File: src/rtl/ahbl_gpio_ctrl.sv
// AHB-Lite register block for a 16-bit GPIO pad wrapper: output/direction/pull controls,
// synchronized pad input with per-bit edge detection and a maskable W1C interrupt status.
module ahbl_gpio_ctrl #(
    parameter int unsigned NBITS = 16
) (
    input  logic             HCLK,
    input  logic             HRESETn,
    input  logic             HSEL,
    input  logic [31:0]      HADDR,
    input  logic [1:0]       HTRANS,
    input  logic             HWRITE,
    input  logic [2:0]       HSIZE,
    input  logic             HREADY,
    input  logic [31:0]      HWDATA,
    output logic [31:0]      HRDATA,
    output logic             HREADYOUT,
    output logic             HRESP,
    input  logic [NBITS-1:0] WGPIODIN,
    output logic [NBITS-1:0] WGPIODOUT,
    output logic [NBITS-1:0] WGPIODIR,
    output logic [NBITS-1:0] WGPIOPU,
    output logic [NBITS-1:0] WGPIOPD,
    output logic             IRQ
);

    localparam int unsigned AW     = 3;
    localparam int unsigned DW     = 32;
    localparam int unsigned WARM_W = 2;

    localparam logic [AW-1:0] A_DATAIN  = AW'(0);
    localparam logic [AW-1:0] A_DATAOUT = AW'(1);
    localparam logic [AW-1:0] A_DIR     = AW'(2);
    localparam logic [AW-1:0] A_PU      = AW'(3);
    localparam logic [AW-1:0] A_PD      = AW'(4);
    localparam logic [AW-1:0] A_IM      = AW'(5);
    localparam logic [AW-1:0] A_POL     = AW'(6);
    localparam logic [AW-1:0] A_IS      = AW'(7);

    localparam logic [WARM_W-1:0] WARM_DONE = WARM_W'(3);

    logic              valid_q, valid_d;
    logic              write_q, write_d;
    logic [AW-1:0]     addr_q, addr_d;
    logic [NBITS-1:0]  dout_q, dout_d;
    logic [NBITS-1:0]  dir_q, dir_d;
    logic [NBITS-1:0]  pu_q, pu_d;
    logic [NBITS-1:0]  pd_q, pd_d;
    logic [NBITS-1:0]  im_q, im_d;
    logic [NBITS-1:0]  pol_q, pol_d;
    logic [NBITS-1:0]  is_q, is_d;
    logic [NBITS-1:0]  s1_q, s2_q, s3_q;
    logic [WARM_W-1:0] warm_q, warm_d;

    logic              wr_en;
    logic [NBITS-1:0]  wdata;
    logic [NBITS-1:0]  w1c;
    logic [NBITS-1:0]  edge_det;
    logic [NBITS-1:0]  rdata;

    logic unused_ok;
    assign unused_ok = ^{HSIZE, HADDR[31:5], HADDR[1:0], HWDATA[DW-1:NBITS]};

    // Address-phase capture, register writes, edge detection and IS update
    always_comb begin
        valid_d = HSEL & HTRANS[1] & HREADY;
        write_d = HWRITE;
        addr_d  = HADDR[4:2];
        wr_en   = valid_q & write_q;
        wdata   = HWDATA[NBITS-1:0];
        dout_d  = dout_q;
        dir_d   = dir_q;
        pu_d    = pu_q;
        pd_d    = pd_q;
        im_d    = im_q;
        pol_d   = pol_q;
        w1c     = '0;
        if (wr_en) begin
            case (addr_q)
                A_DATAOUT: dout_d = wdata;
                A_DIR:     dir_d  = wdata;
                A_PU:      pu_d   = wdata;
                A_PD:      pd_d   = wdata;
                A_IM:      im_d   = wdata;
                A_POL:     pol_d  = wdata;
                A_IS:      w1c    = wdata;
                default:   ;
            endcase
        end
        warm_d   = (warm_q == WARM_DONE) ? warm_q : warm_q + WARM_W'(1);
        edge_det = (pol_q & s2_q & ~s3_q) | (~pol_q & ~s2_q & s3_q);
        if (warm_q != WARM_DONE) begin
            edge_det = '0;
        end
        // A new edge takes priority over a same-cycle clear
        is_d = edge_det | (is_q & ~w1c);
    end

    // Read mux, driven only during a read data phase
    always_comb begin
        rdata = '0;
        case (addr_q)
            A_DATAIN:  rdata = s2_q;
            A_DATAOUT: rdata = dout_q;
            A_DIR:     rdata = dir_q;
            A_PU:      rdata = pu_q;
            A_PD:      rdata = pd_q;
            A_IM:      rdata = im_q;
            A_POL:     rdata = pol_q;
            A_IS:      rdata = is_q;
            default:   rdata = '0;
        endcase
        HRDATA = (valid_q & ~write_q) ? DW'(rdata) : '0;
    end

    always_ff @(posedge HCLK or negedge HRESETn) begin
        if (!HRESETn) begin
            valid_q <= 1'b0;
            write_q <= 1'b0;
            addr_q  <= '0;
            dout_q  <= '0;
            dir_q   <= '0;
            pu_q    <= '0;
            pd_q    <= '0;
            im_q    <= '0;
            pol_q   <= '0;
            is_q    <= '0;
            s1_q    <= '0;
            s2_q    <= '0;
            s3_q    <= '0;
            warm_q  <= '0;
        end else begin
            valid_q <= valid_d;
            write_q <= write_d;
            addr_q  <= addr_d;
            dout_q  <= dout_d;
            dir_q   <= dir_d;
            pu_q    <= pu_d;
            pd_q    <= pd_d;
            im_q    <= im_d;
            pol_q   <= pol_d;
            is_q    <= is_d;
            s1_q    <= WGPIODIN;
            s2_q    <= s1_q;
            s3_q    <= s2_q;
            warm_q  <= warm_d;
        end
    end

    assign WGPIODOUT = dout_q;
    assign WGPIODIR  = dir_q;
    assign WGPIOPU   = pu_q;
    assign WGPIOPD   = pd_q;
    assign IRQ       = |(is_q & im_q);
    assign HREADYOUT = 1'b1;
    assign HRESP     = 1'b0;

endmodule

File: config.mk
export PLATFORM = sky130hd
export DESIGN_NAME = ahbl_gpio_ctrl
export DESIGN_NICKNAME = d
export VERILOG_FILES = /design/src/rtl/ahbl_gpio_ctrl.sv
export SDC_FILE = /design/constraint.sdc
export NUM_CORES = 1
export LEC_CHECK = 0
export ABC_AREA = 1
export CAP_MARGIN = 5
export CORE_UTILIZATION = 25
export CTS_CLUSTER_DIAMETER = 200
export DETAILED_ROUTE_END_ITERATION = 10
export PLACE_DENSITY = 0.45
export SYNTH_ARGS = -nofsm -noshare
export SYNTH_HDL_FRONTEND = slang
export SYNTH_SLANG_ARGS = --single-unit
File: constraint.sdc
create_clock -name HCLK -period 1.4 [get_ports HCLK]
set_input_delay 0.28 -clock HCLK [delete_from_list [all_inputs] [get_ports HCLK]]
set_output_delay 0.28 -clock HCLK [all_outputs]
set_load 0.05 [all_outputs]
# --- Word-level counts from Yosys, hierarchy flattened ---
# Cells that the tools add are included.
totals:
  latchBits: 0
  mem_bits_ro: 0
  wordCells: 54
  n_memories: 0
  reg_bits: 167
  ram_bits: 0
classes:
  n_eq_ne: 9
  n_mul: 0
  n_shift: 0
  n_reduce_logical: 8
  n_addsub: 1
  bitwise: 17
  mux: 5
  n_div: 0
  order_cmp: 0
ops:
  columns: ["op", "count"]
  rows:
  - ["$pmux W16 S8", 1]
  - ["$and A16 B16 Y16", 6]
  - ["$mux W16", 4]
  - ["$not A16 Y16", 4]
  - ["$or A16 B16 Y16", 2]
  - ["$reduce_or A16 Y1", 1]
  - ["$eq A3 B3 Y1 const B", 4]
  - ["$reduce_and A2 Y1", 6]
  - ["$eq A3 B2 Y1 const B", 2]
  - ["$and A1 B1 Y1", 4]
  - ["$eq A3 B1 Y1 const B", 1]
  - ["$logic_not A3 Y1", 1]
  - ["$add A2 B1 Y2 const B", 1]
  - ["$eq A2 B2 Y1 const B", 1]
  - ["$ne A2 B2 Y1 const B", 1]
  - ["$not A1 Y1", 1]

# --- Longest topological paths before layout ---
logic_depth:
  ltp_word: 6
  ltp_mapped: 7
  ltp_nobuf: 5

# --- Worst setup path after synthesis ---
# No wires, ideal clock.
synth_path:
  path_type: "register -> output"
  from: "register addr_q[1]"
  to: "output port HRDATA[10]"
  path_stages_with_launch: 8
  n_path_buf: 2
  t_required_ns: 1.120
  arrival_time_ns: 1.783
  setup_slack_ns: -0.663
  cell_sequence: "dfrtp_1 > buf_6 > nor2_8 > buf_4 > nand3_1 > nand2_1 > nor2_1 > a21oi_1"
synth_between:
  elab_chain_len: 3
synth_rtl:
  columns: ["element", "line_no", "text"]
  rows:
  - ["from (decl)", "43", "logic [AW-1:0] addr_q, addr_d;"]
  - ["from (signal assigned)", "134", "addr_q <= addr_d;"]
  - ["$eq A3 B3 Y1, or another cell as far along", "101", "case (addr_q)"]
  - ["$pmux W16 S8 *", "101", null]
  - ["$mux W16 *", "112", "HRDATA = (valid_q & ~write_q) ? DW'(rdata) : '0;"]
  - ["to (decl)", "15", "output logic [31:0] HRDATA,"]
# Every way passes the cells marked *; elsewhere a longest branch is shown, timed or not.

# --- Worst setup path in the final report ---
layout_path:
  from: "register addr_q[1]"
  to: "output port HRDATA[3]"
# Same word-level chain as after synthesis.

==> run metrics <==
syn avg cell area around 9 um2; violated checks negative setup slack; Sequential Area 4185 um2; Initial DRT Pass Iterations 5; Overflow after GRT 0; dpl ws -0.4827 ns; clock insertion delay at the later pin of the skew report roughly 0.43 ns; Fin Setup TNS -20.73 ns; met1 usage roughly 28%; met3 Resource Use GR under 10%; Yosys reg bits ~170; Ys Warns 0; period utilization 160.3%; NumNets Final roughly 1200; Most Crowded Layer GR met1; Mapped Cells ~840; setup ws final -0.8448 ns; vias about 7000; Power, Total between 0.015 and 0.02 W; DR iter-0 viols approximately 460; first-pass GRT wire length ~41 mm; met2 usage in global routing approximately 25%; Data required, critical path 1.12 ns; Final Hold Vio Count 0; largest net degree at the start of global routing between 40 and 50; Die Y 176.9 um; Max-Cap Viols 0; WS Path Type reg2out; R2R cell count 8; num rows 63; Worst Setup End Kind primary output; crit path DAT 1.96 ns; power per cell area about 1300 nW/um2; # clock sinks approximately 170; total CTS buffers 17; most frequent cells in the layout nand2_1 (188), dfrtp_1 (162), buf_12 (108); DR WL/cell 18.43 um; f_max between 400 and 500 MHz; Worst Skew between 0.007 and 0.008 ns; fill count 2830; CTS tree built; Pleak 5.632 nW; final WL approximately 27 mm; synthesized area approximately 7600 um2; area of the multi-input gates 3293 um2; CTS Buffer Depth 2; Post-DP HPWL roughly 19 mm; Starting Density between 20% and 30%; Final min period between 2 and 2.5 ns; core area around 30000 um2; initial antenna violation count 0; CTS clk-pin slew, worst paths 0.06 ns; vias in the first global route approximately 6600; Worst Hold Class in2async; via/cell ratio 4.675; ANT nets after route 0; Core Util, Final 41.63%; num ports between 150 and 200; die width ~180 um; CP Launch Type register; Final setup viols approximately 100; Max Transition Viols Final 0; Netlist cell types 31; CTS root buf clkbuf_16; status finished with violations; peak supply drop approximately 0.00069 V; DRC errors left 0; antenna cells 0; part of the Yosys area used for sequential elements 54.65%; placer congestion estimate approximately 0.79; IO Port Bufs 121; unrepaired setup endpoints after global routing yes; layout cells sized above 1 33.43%; H-tree depth 4; Crit Path Max Fanout 6; Global Route Usage Sum 17.77%; Area Growth Syn to Fin 62.65%; most common cell after layout, fill and taps aside nand2_1; Die Footprint 31290 um2
-- per-stage QoR --
stage	cell area, um2	hold slack (ns)	std cells
after floorplan	7961	-0.01559	854
after global placement	11230	0.1219	1429
after detailed placement	11230	0.1225	1429
after CTS	12210	0.2270	1464
after global routing	12440	0.2341	1470
final	12440	0.2380	1470
-- synth_stat cells, drive strengths merged --
cell	number	area [um2]
nand2	209	789.5
dfrtp	167	4179
o21ai	141	705.7
nand4	86	556.8
buf	69	541.8
nand3	37	220.2
nor2	37	178.9
a21oi	34	170.2
inv	24	92.59
o31ai	13	97.59
clkbuf	9	35.03
nor3	3	15.01
o22ai	3	18.77
conb	2	7.510
and3	1	6.260
ha	1	12.51
mux2	1	11.26
xnor2	1	8.760
-- worst max-delay path, stage by stage (launching register included) --
cell and delay (ns):
dfrtp_2 0.51, buf_12 0.17, nor2_8 0.12, buf_6 0.15, nand3_2 0.08, nand2_2 0.09
nor2_4 0.05, a21oi_4 0.20, buf_12 0.16
-- state kept, by name, summed over array words and instances, names as in the netlist --
name,count
is_q,16
s2_q,16
valid_q,1
im_q,16
WGPIODOUT,16
WGPIOPU,16
addr_q,3
s1_q,16
warm_q,2
s3_q,16
write_q,1
pol_q,16
WGPIODIR,16
WGPIOPD,16
-- routing by layer --
layer	up-vias	routed length, um
met5	-	0
met4	0	427
met3	22	1383
met2	207	11530
met1	3301	13750
li1	3342	-
-- timing repair --
| item | 4_1_cts | 5_1_grt |
|---|---|---|
| gates resized for setup | 97 | 66 |
| hold buffers | 1 | 0 |
| setup endpoints to repair | 132 | 186 |
| hold endpoints to repair | 167 | 0 |
| cloned | 2 | 3 |
| pin swaps | 28 | 19 |
| setup buffers | 11 | 4 |
-- cell type report --
| cell class | count | area share, % |
|---|---|---|
| timing repair buffer | 276 | 30.96 |
| inverter | 24 | 0.7645 |
| multi-input combinational | 585 | 26.48 |
| tap | 390 | 3.923 |
| clock inverter | 9 | 0.6639 |
| sequential | 167 | 33.65 |
| clock buffer | 19 | 3.561 |
-- power breakdown --
part           internal (W)  switching (W)  leakage (nW)
Clock               0.00244        0.00197         0.244
Combinational       0.00282        0.00303          3.60
Sequential          0.00545       0.000616          1.78
-- logic make-up after synthesis --
family	count (synthesis)	synth area share (%)
AOI/OAI and AO/OA	191	12.97
xor gates and xnor gates	1	0.1145
adders and majority gates	1	0.1636
buffers and inverters	102	8.753
DFF	167	54.65
muxes	1	0.1472
other	2	0.09820
and+or+nand+nor	373	23.10
-- worst paths after layout --
check	startpoint	to	slack [ns]
worst max-delay path	addr_q[1]$_DFF_PN0_	HRDATA[3]	-0.84
worst min-delay path	HRESETn	s1_q[10]$_DFF_PN0_	0.24
worst max register to register	addr_q[1]$_DFF_PN0_	WGPIOPD[14]$_DFFE_PN0P_	-0.26
worst min register to register	s1_q[0]$_DFF_PN0_	s2_q[0]$_DFF_PN0_	0.35
max in group asynchronous	HRESETn	addr_q[1]$_DFF_PN0_	0.63
min in group HCLK	WGPIODIN[3]	s1_q[3]$_DFF_PN0_	0.29
(Power assumes the default switching activity.)
